[config.mk]
export PLATFORM = sky130hd
export DESIGN_NAME = system_0_stall_timer
export DESIGN_NICKNAME = d
export VERILOG_FILES = /design/src/rtl/system_0_sysid_pkg.sv /design/src/rtl/system_0_stall_timer.sv
export SDC_FILE = /design/constraint.sdc
export NUM_CORES = 1
export LEC_CHECK = 0
export CORE_MARGIN = 2
export CORE_UTILIZATION = 50
export DETAILED_ROUTE_END_ITERATION = 10
export HOLD_SLACK_MARGIN = 0.1
export PLACE_DENSITY = 0.69
export RECOVER_POWER = 25
export SYNTH_ARGS = -nofsm -noshare
export SYNTH_HDL_FRONTEND = slang
export SYNTH_SLANG_ARGS = --single-unit
[constraint.sdc]
create_clock -name clock -period 2.5 [get_ports clock]
set_clock_uncertainty 0.15 [all_clocks]
set_input_delay 0.75 -clock clock [delete_from_list [all_inputs] [get_ports clock]]
set_output_delay 0.75 -clock clock [all_outputs]
set_load 0.02 [all_outputs]
[src/rtl/system_0_sysid_pkg.sv]
// Shared types and defaults for the sysid checker: FSM encoding, expected
// sysid contents and the stall-counter width.
package system_0_sysid_pkg;

   typedef enum logic [2:0] {
      StIdle,
      StRdId,
      StRdTs,
      StCmp,
      StFin
   } sysid_state_e;

   localparam logic [31:0] DefaultExpectedId = 32'd0;
   localparam logic [31:0] DefaultExpectedTs = 32'd1671495253;
   localparam int unsigned StallWidth        = 16;

   function automatic logic is_read_state(input sysid_state_e s);
      return (s == StRdId) || (s == StRdTs);
   endfunction

endpackage

[src/rtl/system_0_stall_timer.sv]
// Counts stalled cycles of one Avalon read; flags the cycle that would be the
// LIMIT-th consecutive stall so the caller can abort on that edge.
module system_0_stall_timer
   import system_0_sysid_pkg::*;
#(
   parameter int unsigned LIMIT = 255
) (
   input  logic clock,
   input  logic reset_n,
   input  logic clear,
   input  logic stall,
   output logic expired
);

   localparam logic [StallWidth-1:0] LastCount = 16'(LIMIT - 32'd1);

   logic [StallWidth-1:0] count_q;

   always_ff @(posedge clock) begin
      if (!reset_n) begin
         count_q <= '0;
      end else if (clear) begin
         count_q <= '0;
      end else if (stall) begin
         count_q <= count_q + 16'd1;
      end
   end

   // count_q holds the stalls already seen, so this cycle is stall number count_q+1
   assign expired = stall && (count_q == LastCount);

endmodule

==> results.sh, run 1 <==
export IMPL_ys_flop_type="dfxtp_1"
export IMPL_drv_cap=0
export IMPL_ys_ff_latch=16
export IMPL_dieWidth_um=42.8
export IMPL_fp_row_count=14
export IMPL_drcViolationCount=0
export IMPL_finalSetupViolCount=0
export IMPL_p_leak_nw=0.332
export IMPL_post_route_period_util_pct=94.3
export IMPL_track_usage_pct=18.7
export IMPL_yosysUniqueCellTypes=23
export IMPL_critPathLaunchType="input pin"
export IMPL_worstPathMaxFanout=2
export IMPL_die_h_um=42.8
export IMPL_status="complete, no violations"
export IMPL_fin_crit_ps=2360
export IMPL_wire_per_inst_um=11.5
export IMPL_met3WireLength_um=24
export IMPL_drt_iter0_drc=4
export IMPL_synth_largest_area_cell="dfxtp_1"
export IMPL_worstPathArrival_ps=1460
export IMPL_yosysTopAreaCellShare_pct=42.5
export IMPL_hold_violations=0
export IMPL_drt_met1_wl_um=653
export IMPL_grt_start_max_net_pins=17
export IMPL_topRoutingLayerUsed="met4"
export IMPL_rsz0062_at_grt="no"
export IMPL_num_nets_final=112
export IMPL_vias_per_cell=5.35
export IMPL_start_util_pct=51.9
export IMPL_synth_cells=87
export IMPL_cts_tree="done"
export IMPL_largest_register_ffs=16
export IMPL_clock_sinks=16
export IMPL_synth_area_leaders="dfxtp_1 42%, xnor2_1 7.0%, nor2_1 6.5%"
export IMPL_portBuffers=4
export IMPL_end_kind="output pin"
export IMPL_ys_warnings_count=0
export IMPL_drtAntennaViolNets=0
export IMPL_worst_pin_slew_ps=607
export IMPL_place_gp_congestion=0.756
export IMPL_clockBufferDepth=2
export IMPL_io_pins=5
export IMPL_dp_final_hpwl_mm=1.04
export IMPL_met2_length_um=698
export IMPL_dr_total_vias=647
export IMPL_area_delta_synth_final_pct=24.2
export IMPL_root_buffer="clkbuf_4"
export IMPL_clk_latency_ps=280
export IMPL_async_flop_share_pct=0
export IMPL_reg_top3="count_q: 16 flops"
export IMPL_postCtsHoldBufs=0
export IMPL_worst_ep_required_time_ps=1600
export IMPL_drive_above_1_share_pct=24.8
export IMPL_synth_nets=93
export IMPL_r2r_slack_ps=530
export IMPL_synth_avg_cell_area_um2=8.67
export IMPL_synth_edf_count=0
export IMPL_drt_pass1_iter_count=4
export IMPL_hold_path_class="flip-flop to flip-flop"
export IMPL_n_antenna_cell=0
export IMPL_synth_seq_area_share_pct=42.5
export IMPL_cts_made_buffers=3
export IMPL_powerDensity_nw_per_um2=475
export IMPL_slew_headroom_pct=59.5
export IMPL_grt_overflow=0
export IMPL_grt_first_pass_wirelength_mm=2.58
export IMPL_grt_pass1_vias=630
export IMPL_fmax_mhz=424
export IMPL_power_w=0.000445
export IMPL_syn_area_um2=754
export IMPL_hold_ws_ps=349
export IMPL_timing_final_max_slew_violations=0
export IMPL_antenna_found_initial=0
export IMPL_cts_max_level=1
export IMPL_clk_pin_slew_worst_paths_ps=90
export IMPL_critPathKind="input pin to output pin"
export IMPL_dieArea_um2=1840
export IMPL_peakVddDrop_mv=0.268
export IMPL_top_register="count_q"
export IMPL_drt_total_wl_mm=1.40
export IMPL_core_area_um2=1450
==> cell usage in the layout (no fill, tap or decap), drive strengths merged <==
master,count
a211oi,1
a21oi,4
and3,1
buf,15
clkbuf,4
clkdlybuf4s50,1
dfxtp,16
dlygate4sd3,1
ha,2
inv,4
nand2,4
nand2b,1
nand3,3
nand4,7
nor2,13
nor3,2
nor4,5
o21ai,4
or2,1
or3,4
or4,1
xnor2,6
xor2,5
==> final timing paths <==
check,startpoint,endpoint,depth (start not counted)
max,stall,expired,6
min,count_q[15],count_q[15],2
max reg2reg,count_q[7],count_q[15],5
min reg2reg,count_q[15],count_q[15],2
==> final cells by class <==
cell class	instances	area (µm²)
multi-input cells	64	418
inverters	4	15.0
well taps	16	20.0
clock buffers	4	36.3
repair buffers	17	128
flip-flops and latches	16	320
fillers	132	517
==> where the power goes <==
group          leakage (nW)  internal (W)   total, W  switching [W]
sequential            0.129      0.000256   0.000257    0.000000848
clock                0.0210     0.0000885   0.000168      0.0000799
combinational         0.182    0.00000894  0.0000195      0.0000106
==> worst max-delay path: stages <==
cell and delay (ps):
buf_2 100, nand3_2 70, nor2_2 110, nand4_1 100
nor4_2 130, buf_2 190
==> layer usage <==
| layer | track usage, % | up-vias |
|---|---|---|
| met5 | 0 | - |
| met4 | 11.3 | 0 |
| met3 | 2.55 | 2 |
| met2 | 32.1 | 2 |
| met1 | 21.7 | 306 |
| li1 | - | 337 |
==> cells in the mapped netlist (all sizes together) (3+ instances only) <==
master	instances
dfxtp	16
nand3	3
xnor2	6
inv	4
nor2	13
o21ai	4
nor4	5
a21oi	4
nand2	4
xor2	5
or3	4
nand4	7
==> repair_timing <==
action | 4_1_cts | 5_1_grt
endpoints found under the setup margin | 1 | 1
gates resized for setup | 10 | 1
setup buffers | 0 | 0
pin swaps | 3 | 1
==> stage by stage <==
step                      cells  setup WS [ps]  utilization, %  setup TNS, ps  area [µm²]
after floorplan              87           8.89               -              0         761
final                       121            144            64.5              0         937
after CTS                   121           12.9            64.3              0         935
after global routing        121           49.6            64.5              0         937
after global placement      117           -715            62.1          -1270         903
after detailed placement    117           -723            62.1          -1390         903
==> cells by family (layout without fill, tap and decap cells) <==
group / Yosys count / count (layout) / share of synthesized area (%)
xor gates and xnor gates: 11 / 11 / 12.8
DFF: 16 / 16 / 42.5
and+or+nand+nor: 42 / 42 / 31.2
adders and majority gates: 2 / 2 / 3.32
buffers and inverters: 7 / 25 / 3.98
AOI/OAI and AO/OA: 9 / 9 / 6.30
(Power assumes the default switching activity.)
==> run 2, diff against run 1 <==
Settings changed: CTS_CLUSTER_DIAMETER set to 40, HOLD_SLACK_MARGIN 0.1 to unset, SKIP_LAST_GASP set to 1.
==> results of run 2 <==
No change in the layout: final DEF, timing and power equal those of run 1.
